<file path="src/rtl/sample_iterator.sv">
// Walks a latched bounding box on the sample grid in raster order (x fastest), one sample per clock.
// Latency: first sample one cycle after acceptance; halt is held while further samples remain.
module sample_iterator #(
    parameter int SIGFIG = 24,
    parameter int RADIX  = 10,
    parameter int VERTS  = 3,
    parameter int AXIS   = 3,
    parameter int COLORS = 3
) (
    input  logic                                      clk,
    input  logic                                      rst,
    input  logic signed [VERTS-1:0][AXIS-1:0][SIGFIG-1:0] tri_R15S,
    input  logic        [COLORS-1:0][SIGFIG-1:0]      color_R15U,
    input  logic signed [1:0][1:0][SIGFIG-1:0]        box_R15S,
    input  logic                                      validTri_R15H,
    input  logic        [3:0]                         subSample_RnnnnU,
    output logic                                      halt_RnnnnH,
    output logic signed [VERTS-1:0][AXIS-1:0][SIGFIG-1:0] tri_R16S,
    output logic        [COLORS-1:0][SIGFIG-1:0]      color_R16U,
    output logic signed [1:0][SIGFIG-1:0]             sample_R16S,
    output logic                                      validSamp_R16H
);

    typedef enum logic {WAIT = 1'b0, TEST = 1'b1} state_t;
    localparam int W = SIGFIG + 1;
    localparam logic [SIGFIG-1:0] ONE = SIGFIG'(1);

    state_t state, state_nx;

    logic signed [VERTS-1:0][AXIS-1:0][SIGFIG-1:0] tri_q;
    logic [COLORS-1:0][SIGFIG-1:0] color_q;
    logic [SIGFIG-1:0] ll_x_q, ur_x_q, ur_y_q, step_q;
    logic [SIGFIG-1:0] x_q, y_q;
    logic              vld_q;

    logic [SIGFIG-1:0] in_ll_x, in_ll_y, in_ur_x, in_ur_y, in_step;
    logic [SIGFIG-1:0] cur_ll_x, cur_ur_x, cur_ur_y, cur_step;
    logic [SIGFIG-1:0] nx, ny;
    logic signed [W-1:0] sstep, x_try, y_try;
    logic in_legal, accept, done;

    // Sign-extend by one bit so step additions near the signed maximum cannot wrap.
    function automatic logic signed [W-1:0] sext(input logic [SIGFIG-1:0] v);
        return $signed({v[SIGFIG-1], v});
    endfunction

    assign in_ll_x = box_R15S[0][0];
    assign in_ll_y = box_R15S[0][1];
    assign in_ur_x = box_R15S[1][0];
    assign in_ur_y = box_R15S[1][1];

    always_comb begin
        case (subSample_RnnnnU)
            4'b0100: in_step = ONE << (RADIX - 1);
            4'b0010: in_step = ONE << (RADIX - 2);
            4'b0001: in_step = ONE << (RADIX - 3);
            default: in_step = ONE << RADIX;
        endcase
    end

    assign in_legal = (sext(in_ur_x) >= sext(in_ll_x)) && (sext(in_ur_y) >= sext(in_ll_y));
    assign accept   = (state == WAIT) && validTri_R15H && in_legal;

    assign cur_ll_x = (state == TEST) ? ll_x_q : in_ll_x;
    assign cur_ur_x = (state == TEST) ? ur_x_q : in_ur_x;
    assign cur_ur_y = (state == TEST) ? ur_y_q : in_ur_y;
    assign cur_step = (state == TEST) ? step_q : in_step;
    assign sstep    = $signed({1'b0, cur_step});
    assign x_try    = sext(x_q) + sstep;
    assign y_try    = sext(y_q) + sstep;

    always_comb begin
        nx = in_ll_x;
        ny = in_ll_y;
        if (state == TEST) begin
            if (x_try <= sext(cur_ur_x)) begin
                nx = x_try[SIGFIG-1:0];
                ny = y_q;
            end else begin
                nx = cur_ll_x;
                ny = y_try[SIGFIG-1:0];
            end
        end
    end

    // The sample about to be emitted is the last one when neither axis can step further.
    assign done = ((sext(nx) + sstep) > sext(cur_ur_x)) && ((sext(ny) + sstep) > sext(cur_ur_y));

    always_ff @(posedge clk or negedge rst) begin
        if (!rst) state <= WAIT;
        else      state <= state_nx;
    end

    always_comb begin
        state_nx = state;
        case (state)
            WAIT:    if (accept && !done) state_nx = TEST;
            TEST:    if (done) state_nx = WAIT;
            default: state_nx = WAIT;
        endcase
    end

    always_ff @(posedge clk or negedge rst) begin
        if (!rst) begin
            tri_q   <= '0;
            color_q <= '0;
            ll_x_q  <= '0;
            ur_x_q  <= '0;
            ur_y_q  <= '0;
            step_q  <= '0;
            x_q     <= '0;
            y_q     <= '0;
            vld_q   <= 1'b0;
        end else begin
            vld_q <= accept || (state == TEST);
            if (accept) begin
                tri_q   <= tri_R15S;
                color_q <= color_R15U;
                ll_x_q  <= in_ll_x;
                ur_x_q  <= in_ur_x;
                ur_y_q  <= in_ur_y;
                step_q  <= in_step;
            end
            if (accept || state == TEST) begin
                x_q <= nx;
                y_q <= ny;
            end
        end
    end

    always_comb begin
        halt_RnnnnH    = (state == TEST);
        validSamp_R16H = vld_q;
        sample_R16S    = {y_q, x_q};
        tri_R16S       = tri_q;
        color_R16U     = color_q;
    end

endmodule

</file>
<file path="config.mk">
export PLATFORM = sky130hd
export DESIGN_NAME = sample_iterator
export DESIGN_NICKNAME = d
export VERILOG_FILES = /design/src/rtl/sample_iterator.sv
export SDC_FILE = /design/constraint.sdc
export NUM_CORES = 1
export LEC_CHECK = 0
export ABC_CLOCK_PERIOD_IN_PS = 25300
export BUFFER_PORTS_ARGS = -buffer_cell sky130_fd_sc_hd__buf_2
export CORE_MARGIN = 8
export CORE_UTILIZATION = 30
export DETAILED_ROUTE_END_ITERATION = 10
export GPL_ROUTABILITY_DRIVEN = 0
export PLACE_DENSITY = 0.53
export RECOVER_POWER = 100
export SLEW_MARGIN = 15
export SYNTH_ARGS = -nofsm -noshare
export SYNTH_HDL_FRONTEND = slang
export SYNTH_SLANG_ARGS = --single-unit
</file>
<file path="constraint.sdc">
create_clock -name clk -period 25.3 [get_ports clk]
set_clock_uncertainty 0.15 [all_clocks]
set_input_delay 2.53 -clock clk [delete_from_list [all_inputs] [get_ports clk]]
set_output_delay 2.53 -clock clk [all_outputs]
set_load 0.02 [all_outputs]
</file>
==> impl_metrics.toml <==
[worst_setup_path]
worstSetupStartpointType = "input pin"
required_ps = 24880
crit_fanout = 102
crit_type = "input pin to asynchronous set/reset pin"
end_kind = "asynchronous set/reset pin"
cp.arrival_ps = 14900

[logic_synthesis]
synth_fa_ha_area_frac = 0.0850
ys.flop_type = "dfrtp_1"
ys_seq_area_frac = 0.484
syn_avg_cell_area_um2 = 12.4
synth_area_leaders = "dfrtp_1 (48%), mux2_2 (21%), ha_1 (8.1%), mux2i_1 (3.1%), a21oi_1 (1.5%)"
synth_top_area_frac = 0.484
synth_xor_area_frac = 0.0197
yosysTopAreaCell = "dfrtp_1"
yosys-top-cells-count = "dfrtp_1 (414), mux2_2 (399), ha_1 (139)"
async_reset_ff_frac = 1.00
synth_edf_count = 0
synthMuxAreaShare = 0.243
synthesis.nets = 2261
synth.cell_area_um2 = 21400
yosysMostFrequentCell = "dfrtp_1"
yosys_warnings = 0
synth_compound_area_frac = 0.0743
ys_seq_elements = 414
yosys.area_share.simple = 0.0637
syn-instance-count = 1727
synthDistinctLibCells = 68
synth_top_family_by_area = "multiplexers"

[final_layout]
drive_above_1_share = 0.355
area_growth_pct = 26.8
final_cells = 3444
nNetsFinal = 2978
fin_util = 0.382

[clocking]
cts_tree = "built"
clockBufferDepth = 3
clock_latency_ps = 590
clock_sinks = 414
htreeDepth = 2
cts_setup_buffers = 0
cts_buffers = 50
ctsResizeCount = 0
path_clk_slew_ps = 60
cts_hold_buf = 0
root_buffer = "clkbuf_16"

[power_and_ir_drop]
internal-power_uw = 2160
total_leakage_power_uw = 0.0121
seq_power_share = 0.317
p_sw_frac = 0.446
clkPwrFrac = 0.183
p_comb_frac = 0.500
ir_drop_mv = 0.0748
p_per_area_nw_per_um2 = 144
power_switching_uw = 1740

[outcome]
status = "complete, but fails checks"
violations = "max-capacitance violations, max-slew violations"

[sta]
setup_violations = 0
fin_tns_setup_ps = 0
rsz0062_at_grt = "no"
maxSlewHeadroom = -4.40
finalCritPeriodShare = 0.606
slew_viol_final = 756
period_minus_slack_ps = 15320
setup_ws_ps = 9980
finalHoldViolCount = 0
fmax_mhz = 65.3
tightest_slew_ps = 8100

[global_routing]
grt-ovfl-total = 0
grt_pass1_wl_mm = 124
busiest_layer = "met2"
first_global_vias = 18300
antenna_found_initial = 38
grtUsageMet1 = 0.228
grt_use_met3 = 0.0558
grt_max_degree = 163
use_met2 = 0.368
grt_use_total = 0.202

[routing]
wl_per_cell_um = 24.5
first_pass_iters = 7
vias_per_cell = 4.95
antenna_left = 0
drcViolationCount = 0
num_vias = 17100
wl_mm = 84.4
drt-initial-drc-count = 924

[floorplan]
fp.dieArea_um2 = 80100
die_y_um = 283
core.rowCount = 98
start_util = 0.301
pin_count = 729
chipWidth_um = 283
core_um2 = 71000

[placed_design]
dp_hpwl_mm = 68.1
portBuffers = 728
dp.cells = 3342
place_ws_ps = 13120

[min_path]
hold_path.class = "register to register"

[run]
drv_cap = 11
## worst max-delay path: stages
cell and delay [ps]:
clkbuf_1 3840, clkbuf_1 2680, clkbuf_1 2570, clkbuf_1 3010
## area by class of cell
class / count / area [µm²]
fill: 7181 / 43900
sequential: 414 / 10400
multi-input combinational: 1158 / 10300
timing repair buffer: 742 / 3300
clock buffer: 70 / 1440
tap: 950 / 1190
inverter: 78 / 293
clock inverter: 18 / 181
antenna: 14 / 35.0
## power by group through the flow
stage	registers [µW]	clock network (µW)	logic, µW
CTS	1230	737	2040
detailed placement	1230	0	2040
finish	1240	712	1950
global placement	1230	0	2010
global route	1290	759	2100
floorplan	1520	0	975
## sequential cells by signal (all words and copies together) (netlist names)
register        count
ll_x_q             24
color_R16U         72
halt_RnnnnH         1
validSamp_R16H      1
x_q                24
ur_y_q             24
y_q                24
tri_R16S          216
ur_x_q             24
step_q              4
## cell families (layout without fill, tap and decap cells)
family,Yosys count,count (layout)
mux,469,469
flops,414,414
simple gates,263,263
compound gates,235,235
buf+inv,155,908
fa+ha+maj,143,143
xor+xnor,48,48
other cells,0,14
## worst paths after layout
| check | start | to | slack [ps] | cells after the start |
|---|---|---|---|---|
| max in group clk | box_R15S[9] | color_R16U[60]$_DFFE_PN0P_ | 11380 | 14 |
| min in group asynchronous | rst | ur_x_q[18]$_DFFE_PN0P_ | 3840 | 1 |
| hold / removal | ur_x_q[1]$_DFFE_PN0P_ | ur_x_q[1]$_DFFE_PN0P_ | 350 | 1 |
| hold reg to reg | ur_x_q[1]$_DFFE_PN0P_ | ur_x_q[1]$_DFFE_PN0P_ | 350 | 1 |
| setup reg to reg | halt_RnnnnH$_DFF_PN0_ | color_R16U[60]$_DFFE_PN0P_ | 12580 | 7 |
| setup / recovery | rst | tri_R16S[49]$_DFFE_PN0P_ | 9980 | 4 |
## metal layers
metal / part of all wire / wire [µm]
met4: 0.040 / 3390
met1: 0.38 / 31700
met3: 0.070 / 5930
met2: 0.51 / 43200
met5: 0.0022 / 184
## per-stage QoR
| step | cell area, µm² | power (µW) | hold WS [ps] |
|---|---|---|---|
| global placement | 26000 | 3230 | 334 |
| finish | 27100 | 3900 | 353 |
| floorplan | 21400 | 2500 | 327 |
| CTS | 27700 | 4010 | 353 |
| global route | 27100 | 4150 | 363 |
| detailed placement | 26000 | 3270 | 340 |
## layout by cell type, fill, tap and decap left out, drive strengths merged, types with 8 or more instances in the layout
master	count
o21a	14
nor3	24
mux2	402
xnor2	27
inv	80
buf	393
nand3	26
and3	12
nor2	52
nand2	72
a31oi	23
clkinv	12
a21o	38
a21oi	65
nand4	28
ha	139
dfrtp	414
xor2	21
clkbuf	419
diode	14
a211oi	8
nor2b	13
mux2i	67
o21ai	44
No activity file was read; power rests on OpenSTA's default activity.
